$ cat src/rtl/sorted_array_pq.sv
// Sorted-register-array min-priority queue; equal keys dequeue in arrival order.
// Define PQ_ERR_EN to add a sticky err output flagging dropped illegal requests.
module sorted_array_pq #(
    parameter int unsigned DEPTH = 8,
    parameter int unsigned KEY_W = 8
) (
    input  logic        clk,
    input  logic        rst,
    input  logic        enq,
    input  logic        deq,
    input  logic [15:0] kvi,
    output logic [15:0] kvo,
    output logic        full,
    output logic        empty,
`ifdef PQ_ERR_EN
    output logic        err,
`endif
    output logic        busy
);
    localparam int unsigned CW = $clog2(DEPTH + 1);

    typedef enum logic [1:0] {IDLE, INS, DEL, REP} state_t;

    state_t            state, state_nxt;
    logic [15:0]       slot     [DEPTH];
    logic [15:0]       slot_nxt [DEPTH];
    logic [DEPTH-1:0]  valid, valid_nxt;
    logic [CW-1:0]     count, count_nxt;
    logic [15:0]       kv_hold;
    logic [DEPTH-1:0]  gt;
    logic [CW-1:0]     ins_p, rep_p;
    logic              ins_found, rep_found;

    assign busy  = (state != IDLE);
    assign full  = (count == CW'(DEPTH));
    assign empty = (count == '0);
    assign kvo   = empty ? '0 : slot[0];

    always_comb begin
        for (int unsigned i = 0; i < DEPTH; i++) begin
            gt[i] = valid[i] && (slot[i][15 -: KEY_W] > kv_hold[15 -: KEY_W]);
        end
    end

    // Strict compare places a new entry behind existing equal keys.
    always_comb begin
        ins_p     = count;
        rep_p     = count;
        ins_found = 1'b0;
        rep_found = 1'b0;
        for (int unsigned i = 0; i < DEPTH; i++) begin
            if (gt[i] && !ins_found) begin
                ins_p     = CW'(i);
                ins_found = 1'b1;
            end
            if (i >= 1 && gt[i] && !rep_found) begin
                rep_p     = CW'(i);
                rep_found = 1'b1;
            end
        end
    end

    always_comb begin
        state_nxt = state;
        slot_nxt  = slot;
        valid_nxt = valid;
        count_nxt = count;
        case (state)
            IDLE: begin
                if (enq && deq)
                    state_nxt = empty ? INS : REP;
                else if (enq && !full)
                    state_nxt = INS;
                else if (deq && !empty)
                    state_nxt = DEL;
            end
            INS: begin
                for (int unsigned i = 1; i < DEPTH; i++) begin
                    if (CW'(i) > ins_p)
                        slot_nxt[i] = slot[i-1];
                end
                for (int unsigned i = 0; i < DEPTH; i++) begin
                    if (CW'(i) == ins_p)
                        slot_nxt[i] = kv_hold;
                    valid_nxt[i] = (CW'(i) <= count);
                end
                count_nxt = count + CW'(1);
                state_nxt = IDLE;
            end
            DEL: begin
                for (int unsigned i = 0; i < DEPTH - 1; i++) begin
                    slot_nxt[i]  = slot[i+1];
                    valid_nxt[i] = valid[i+1];
                end
                slot_nxt[DEPTH-1]  = '0;
                valid_nxt[DEPTH-1] = 1'b0;
                count_nxt = count - CW'(1);
                state_nxt = IDLE;
            end
            REP: begin
                // Head drops out: entries ahead of the insertion point move down one.
                for (int unsigned i = 0; i < DEPTH - 1; i++) begin
                    if (CW'(i + 1) < rep_p)
                        slot_nxt[i] = slot[i+1];
                end
                for (int unsigned i = 0; i < DEPTH; i++) begin
                    if (CW'(i + 1) == rep_p)
                        slot_nxt[i] = kv_hold;
                end
                state_nxt = IDLE;
            end
            default: state_nxt = IDLE;
        endcase
    end

    always_ff @(posedge clk) begin
        if (rst) begin
            state   <= IDLE;
            valid   <= '0;
            count   <= '0;
            kv_hold <= '0;
            for (int unsigned i = 0; i < DEPTH; i++) slot[i] <= '0;
        end else begin
            state <= state_nxt;
            valid <= valid_nxt;
            count <= count_nxt;
            slot  <= slot_nxt;
            if (state == IDLE)
                kv_hold <= kvi;
        end
    end

`ifdef PQ_ERR_EN
    always_ff @(posedge clk) begin
        if (rst)
            err <= 1'b0;
        else if (state == IDLE && ((enq && !deq && full) || (deq && !enq && empty)))
            err <= 1'b1;
    end
`endif

endmodule

$ cat config.mk
export PLATFORM = sky130hd
export DESIGN_NAME = sorted_array_pq
export DESIGN_NICKNAME = d
export VERILOG_FILES = /design/src/rtl/sorted_array_pq.sv
export SDC_FILE = /design/constraint.sdc
export NUM_CORES = 1
export LEC_CHECK = 0
export CORE_ASPECT_RATIO = 0.75
export CORE_MARGIN = 10
export CORE_UTILIZATION = 61
export CTS_BUF_LIST = sky130_fd_sc_hd__clkbuf_8 sky130_fd_sc_hd__clkbuf_16
export DETAILED_ROUTE_END_ITERATION = 8
export GPL_ROUTABILITY_DRIVEN = 1
export GPL_TIMING_DRIVEN = 1
export HOLD_SLACK_MARGIN = 0.06
export PLACE_DENSITY = 0.8
export SYNTH_ARGS = -nofsm -noshare
export SYNTH_HDL_FRONTEND = slang
export SYNTH_SLANG_ARGS = --single-unit
$ cat constraint.sdc
create_clock -name clk -period 5.55 [get_ports clk]
set_input_delay 1.3875 -clock clk [delete_from_list [all_inputs] [get_ports clk]]
set_output_delay 1.3875 -clock clk [all_outputs]
set_load 0.01 [all_outputs]
# [Word-level counts from Yosys, hierarchy flattened]
# Index checks and enable logic that the tools add are counted.
[totals] regBits=158 in_bits=20
[op_classes] n_addsub=2 n_lt_le_gt_ge=30 n_eq_ne=36 n_mux=67 reduce_logical=54
[op_table] cell="two-way mux 16 bit" n=31
[op_table] cell="one-hot mux 128 bit (3 select lines)" n=1
[op_table] cell="greater-than comparator 8 bit" n=8
[op_table] cell="two-way mux 4 bit" n=15
[op_table] cell="!= test 3 bit, second input constant" n=14
[op_table] cell="== test 3 x 4 -> 1 bit, first input constant" n=8
[op_table] cell="logical AND 1 bit" n=24
[op_table] cell="AND reduction 3 bit" n=8
[op_table] cell="== test 2 x 4 -> 1 bit, first input constant" n=4
[op_table] cell="greater-than comparator 3 x 4 -> 1 bit, first input constant" n=4
[op_table] cell="<= comparator 3 x 4 -> 1 bit, first input constant" n=4
[op_table] cell="< comparator 3 x 4 -> 1 bit, first input constant" n=4
[op_table] cell="one-hot mux 8 bit (2 select lines)" n=1
[op_table] cell="zero test 1 bit" n=15
[op_table] cell="two-way mux 1 bit" n=13
[op_table] cell="== test 1 x 4 -> 1 bit, first input constant" n=2
[op_table] cell="greater-than comparator 2 x 4 -> 1 bit, first input constant" n=2
[op_table] cell="<= comparator 1 x 4 -> 1 bit, first input constant" n=2
[op_table] cell="<= comparator 2 x 4 -> 1 bit, first input constant" n=2
[op_table] cell="zero test 4 bit" n=2
[op_table] cell="< comparator 2 x 4 -> 1 bit, first input constant" n=2
[op_table] cell="two-way mux 2 bit" n=4
[op_table] cell="one-hot mux 4 bit (2 select lines)" n=1
[op_table] cell="adder 4 x 1 -> 4 bit, second input constant" n=1
[op_table] cell="other kinds (14)" n=17

# [Depth between registers and ports, before layout]
[logic_depth] word_depth=28 ltp_mapped=17 ltp_nobuf=12

# [Least setup slack after synthesis]
# Ideal clock, no wire load.
[synth_timing] path_type="register to register" start="register kv_hold[15]" end="register slot[59] in the netlist's numbering" setup_time_ns=0.142 arrival_time_ns=3.615 required_ns=5.408 slack_ns=1.793 path_stages_with_launch=16 period_less_slack_ns=3.757 path_cell_list="dfxtp_1 -> clkbuf_1 -> inv_1 -> ha_1 -> a21oi_2 -> o21ai_0 -> o311a_4 -> a21oi_2 -> a21boi_1 -> o21a_1 -> a2111o_1 -> buf_6 -> a2111oi_4 -> buf_6 -> o311a_1 -> a211oi_2"
[synth_between] elab_chain_len=27
[synth_lines] item="start: declaration" line_no="29" source="logic [15:0] kv_hold;"
[synth_lines] item="start signal: assignment" line_no="129" source="kv_hold <= kvi;"
[synth_lines] item="greater-than comparator 8 bit" line_no="41" source="gt[i] = valid[i] && (slot[i][15 -: KEY_W] > kv_hold[15 -: KEY_W]);"
[synth_lines] item="logical AND 1 bit" line_no="41"
[synth_lines] item="two-way mux 1 bit" line_no="52" source="if (gt[i] && !ins_found) begin"
[synth_lines] item="zero test 1 bit" line_no="52"
[synth_lines] item="logical AND 1 bit" line_no="52"
[synth_lines] item="two-way mux 1 bit" line_no="52"
[synth_lines] item="zero test 1 bit" line_no="52"
[synth_lines] item="logical AND 1 bit" line_no="52"
[synth_lines] item="[... 11 more ...]"
[synth_lines] item="logical AND 1 bit" line_no="52"
[synth_lines] item="two-way mux 1 bit" line_no="52"
[synth_lines] item="zero test 1 bit" line_no="52"
[synth_lines] item="logical AND 1 bit" line_no="52"
[synth_lines] item="two-way mux 4 bit" line_no="52"
[synth_lines] item="greater-than comparator 3 x 4 -> 1 bit / == test 3 x 4 -> 1 bit (equally long branches)" line_no="79, 83"
[synth_lines] item="!= test 3 bit (no source line) / two-way mux 16 bit (equally long branches)"
[synth_lines] item="AND reduction 3 bit (no source line) / one-hot mux 128 bit (3 select lines) (equally long branches)"
[synth_lines] item="end signal: assignment" line_no="127" source="slot <= slot_nxt;"
[synth_lines] item="end: declaration" line_no="25" source="logic [15:0] slot [DEPTH];"
# Several ways; a longest one is shown, not always the timed one.
# A chain may end at the register's enable or synchronous reset.

# [Final worst setup path]
[layout_timing] start="register kv_hold[15]" end="register slot[95] in the netlist's numbering"
[layout_between] elab_chain_len=27
[layout_lines] item="greater-than comparator 8 bit" line_no="41"
[layout_lines] item="logical AND 1 bit" line_no="41"
[layout_lines] item="two-way mux 1 bit" line_no="52"
[layout_lines] item="zero test 1 bit" line_no="52"
[layout_lines] item="logical AND 1 bit" line_no="52"
[layout_lines] item="two-way mux 1 bit" line_no="52"
[layout_lines] item="zero test 1 bit" line_no="52"
[layout_lines] item="logical AND 1 bit" line_no="52"
[layout_lines] item="[... 11 more ...]"
[layout_lines] item="logical AND 1 bit" line_no="52"
[layout_lines] item="two-way mux 1 bit" line_no="52"
[layout_lines] item="zero test 1 bit" line_no="52"
[layout_lines] item="logical AND 1 bit" line_no="52"
[layout_lines] item="two-way mux 4 bit" line_no="52"
[layout_lines] item="greater-than comparator 2 x 4 -> 1 bit / == test 2 x 4 -> 1 bit (equally long branches)" line_no="79, 83"
[layout_lines] item="!= test 3 bit (no source line) / two-way mux 16 bit (equally long branches)"
[layout_lines] item="AND reduction 3 bit (no source line) / one-hot mux 128 bit (3 select lines) (equally long branches)"
# Several ways; a longest one is shown, not always the timed one.

==> summary by stage <==
Route
The starting DRC count in detailed routing is 1,484. The number of design rule violations left after detail routing is 0. The final wirelength is 31.3 mm. Detailed routing inserted a total of 9,809 vias.

The count of nets left with antenna violations once routing finished came out at 0. The post-detailed-route via-to-cell ratio is 7.10. Before antenna repair, the detailed router went through 6 iterations. The routed wirelength normalized by instance count is 22.7 um.

Layout
The area of combinational cells with multiple inputs is 6260 um^2. The total inserted antenna cells is 0. After routing the design area is 11,000 um^2. The proportion of layout cells with a drive suffix above 1 is 0.0999. The layout-stage area growth over the synthesis result is 10.9%. The net total in the final layout is 1,250. After the flow finishes, the layout carries non-filler instances totaling 1,381. After filler insertion, the fill cell instance count of the layout stands at 1,338. The footprint of the flip-flops and latches is 3160 um^2.

Setup path
Of all nets on the critical path, the largest fanout is 15. The launching element type of the critical path is a register. The worst setup path is captured at a register. At the worst endpoint, the arrival time is 5.12 ns. The worst setup path is of the register to register kind. STA puts the critical path data required time at 5.88 ns.

Timing
The final number of hold-violating endpoints was 0. The final hold slack is 0.494 ns. For this run, the top clock speed supported by timing is 0.208 GHz.

Setup repair after global routing left no endpoint under its margin. The fraction of the cycle the final worst path needs is 0.865. The shortest period the worst path allows is 4.80 ns. In the final timing run, aggregate negative setup slack is 0 ns. The final setup violation count is 0.

The max-slew violation count is 0. The headroom to the max-slew limit is 0.275. The worst-margin pin slew is 1.08 ns. On the final layout, the worst clock skew is 0.0156 ns.

Floorplan
The starting utilization of the core area is 0.620. The floorplan has 40 rows. The floorplan step defined a die boundary enclosing 21,800 um^2.

The die span in y is 131 um. The placeable core region is 16,000 um^2. The top-level port count is 39. Measured along the x axis, the die boundary spans 167 um.

Global routing
The via count of the first global-routing pass is 9,419. For this run, the total global-route usage over all layers was measured as 0.281. The number of antenna violations at the first check in global routing is 1. After global routing the overflow that remains totals 0.

The maximum number of pins on one net before global-route repair is 69. The first global-routing pass estimated 50.6 mm of wire.

Synth
The number of warnings printed during yosys synthesis is 0. In this run, synthesis inferred 0 flip-flops with an integrated enable. The count of different cell masters after synthesis is 68. The flip-flop and latch count after synthesis is 158. The per-instance average area after synthesis is 8.46 um^2. The gate count of the mapped netlist is 1,175.

Of the post-synthesis cell area, the dominant cell type holds 0.318. The number of nets in the synthesized netlist is 1,267. For this run, the leading register cell type out of synthesis is dfxtp_1. The cell area after technology mapping is 9940 um^2. The sequential share of the synthesized area is 0.318. After synthesis, the share of flip-flops with an asynchronous set or reset is 0. Sorting the synthesized cells by area gives the leading types as dfxtp_1, ha_1, a22oi_1, nor2_1, a311oi_1. The biggest area contributor in the post-synthesis netlist is dfxtp_1.

Clocking
The post-CTS resize count is 0. The clock-pin slew reported for the worst setup and hold paths after clock tree synthesis is 0.08 ns. In this run the post-CTS setup repair buffer count came out at 0. TritonCTS built the clock tree. The later pin in the worst-skew pair is clocked with a latency of 0.44 ns.

The number of CTS-inserted buffers is 17. The clock passes through at most 2 buffers. The total of hold buffers inserted after clock tree synthesis is 0. CTS placed an instance of clkbuf_16 at the clock tree root.

Clock tree synthesis found a total of 158 sinks. The H-tree level count is 4.

Pwr
The share of total power dissipated in combinational logic is 0.461. The worst-case vdd ir drop is 236 uV. The net switching fraction of the power is 0.459.

The portion of total power attributed to the clock network is 0.210. The internal power of the cells is 3.08 mW. For this design the total switching power over the nets is 2.61 mW. The total power per unit cell area is 517 nW/um^2.

The total leakage power is 3.95 nW. The sequential share of power is 0.329.

Status
The run finished with clean final reports.

Placement
The placed instance area is 10,400 um^2. The final RePlAce weighted congestion is 0.970. Port buffering added 38 buffers. The number of placed instances with taps included is 1,349. The HPWL after detailed placement is 20.9 mm.

Job
The max-capacitance violation count is 0.

Min path
The min-delay analysis places its worst path in the category register to register.
==> sequential cells by signal (all words and copies together), names as in the netlist <==
signal   flops
state        2
slot       128
count        4
kv_hold     16
valid        8
==> synthesized netlist by cell type (6+ instances only) <==
library cell	number
a211oi_1	52
a211oi_2	16
a21oi_1	32
a221oi_1	38
a22oi_1	109
a311oi_1	64
a31oi_1	7
and2_1	21
buf_2	20
clkbuf_1	79
dfxtp_1	158
ha_1	72
inv_1	31
mux2i_1	33
nand2_1	57
nand3_1	61
nand4_1	20
nor2_1	172
nor2b_1	8
o211ai_1	6
o21a_1	15
o21ai_0	22
o311a_1	7
==> power groups by stage <==
stage	combinational (mW)	clock, mW	sequential, mW
floorplan	1.95	0	1.71
global placement	2.47	0	1.87
detailed placement	2.54	0	1.87
CTS	2.57	1.19	1.85
global route	2.89	1.24	1.90
finish	2.63	1.20	1.87
==> stage by stage <==
| step | worst slack (ns) | power, mW | util |
|---|---|---|---|
| 6_report | 0.751 | 5.69 | 0.688 |
| 5_1_grt | 0.583 | 6.04 | 0.688 |
| 4_1_cts | 1.03 | 5.61 | 0.688 |
| 3_5_place_dp | 1.13 | 4.40 | 0.651 |
| 3_3_place_gp | 1.25 | 4.34 | 0.651 |
| 2_1_floorplan | 1.79 | 3.65 | - |
==> kinds of logic after synthesis <==
family | share of synthesized area
AO/OA/AOI/OAI | 0.325
XOR/XNOR | 0.00353
adder cells (fa/ha/maj) | 0.0907
buffers and inverters | 0.0584
flip-flops | 0.318
multiplexers | 0.0366
AND/OR/NAND/NOR | 0.167
==> worst max-delay path: stages (launching register included) <==
cell       delay, ns
dfxtp_1         0.61
inv_1           0.35
ha_1            0.41
a21oi_1         0.21
o21ai_0         0.15
o311a_1         0.34
a21oi_2         0.26
a21boi_1        0.34
o21ai_2         0.27
a2111oi_2       0.60
and2_1          0.64
a22oi_1         0.15
a311oi_1        0.36
==> routing by layer <==
layer / part of all wire / vias to the layer above / track usage
li1: - / 4488 / -
met1: 0.43 / 4692 / 0.381
met2: 0.45 / 565 / 0.431
met3: 0.10 / 64 / 0.0692
met4: 0.020 / 0 / 0.0899
met5: 0 / - / 0
==> cell type report <==
type                            count  area share
Clock buffer                       17      0.0386
Clock inverter                     15      0.0152
Inverter                           31      0.0106
Multi-Input combinational cell    879       0.568
Sequential cell                   158       0.287
Tap cell                          210      0.0239
Timing Repair Buffer               71      0.0568
==> final timing paths <==
check	from	endpoint	slack (ns)	cells past startpoint
max	kv_hold[15]	slot[95]	0.75	12
min	slot[113]	slot[97]	0.49	2
max reg2reg	kv_hold[15]	slot[95]	0.75	12
min reg2reg	slot[113]	slot[97]	0.49	2
==> placed cells by master, fill, tap and decap left out, types with 3 or more instances in the layout <==
master | Yosys | final
a21o_1 | 3 | 3
nor2b_1 | 8 | 8
o21ai_0 | 22 | 22
mux2i_1 | 33 | 33
inv_8 | 0 | 6
xnor2_1 | 4 | 4
inv_6 | 0 | 3
a22oi_1 | 109 | 109
a31oi_1 | 7 | 5
nand2_1 | 57 | 57
buf_4 | 2 | 34
inv_1 | 31 | 31
a21oi_2 | 3 | 4
ha_1 | 72 | 71
nand3_1 | 61 | 61
o211ai_1 | 6 | 6
a211oi_2 | 16 | 16
a211oi_1 | 52 | 52
a221oi_1 | 38 | 37
nand4_1 | 20 | 20
a311oi_1 | 64 | 64
o21a_1 | 15 | 15
mux2_2 | 3 | 3
dfxtp_1 | 158 | 158
nand2b_1 | 5 | 5
clkbuf_16 | 0 | 17
and2_1 | 21 | 21
and3_1 | 3 | 3
clkdlybuf4s50_1 | 0 | 37
nor3_1 | 4 | 4
a21oi_1 | 32 | 31
clkinv_8 | 0 | 3
nor2_1 | 172 | 171
o311a_1 | 7 | 7
No activity file was read; power rests on OpenSTA's default activity.
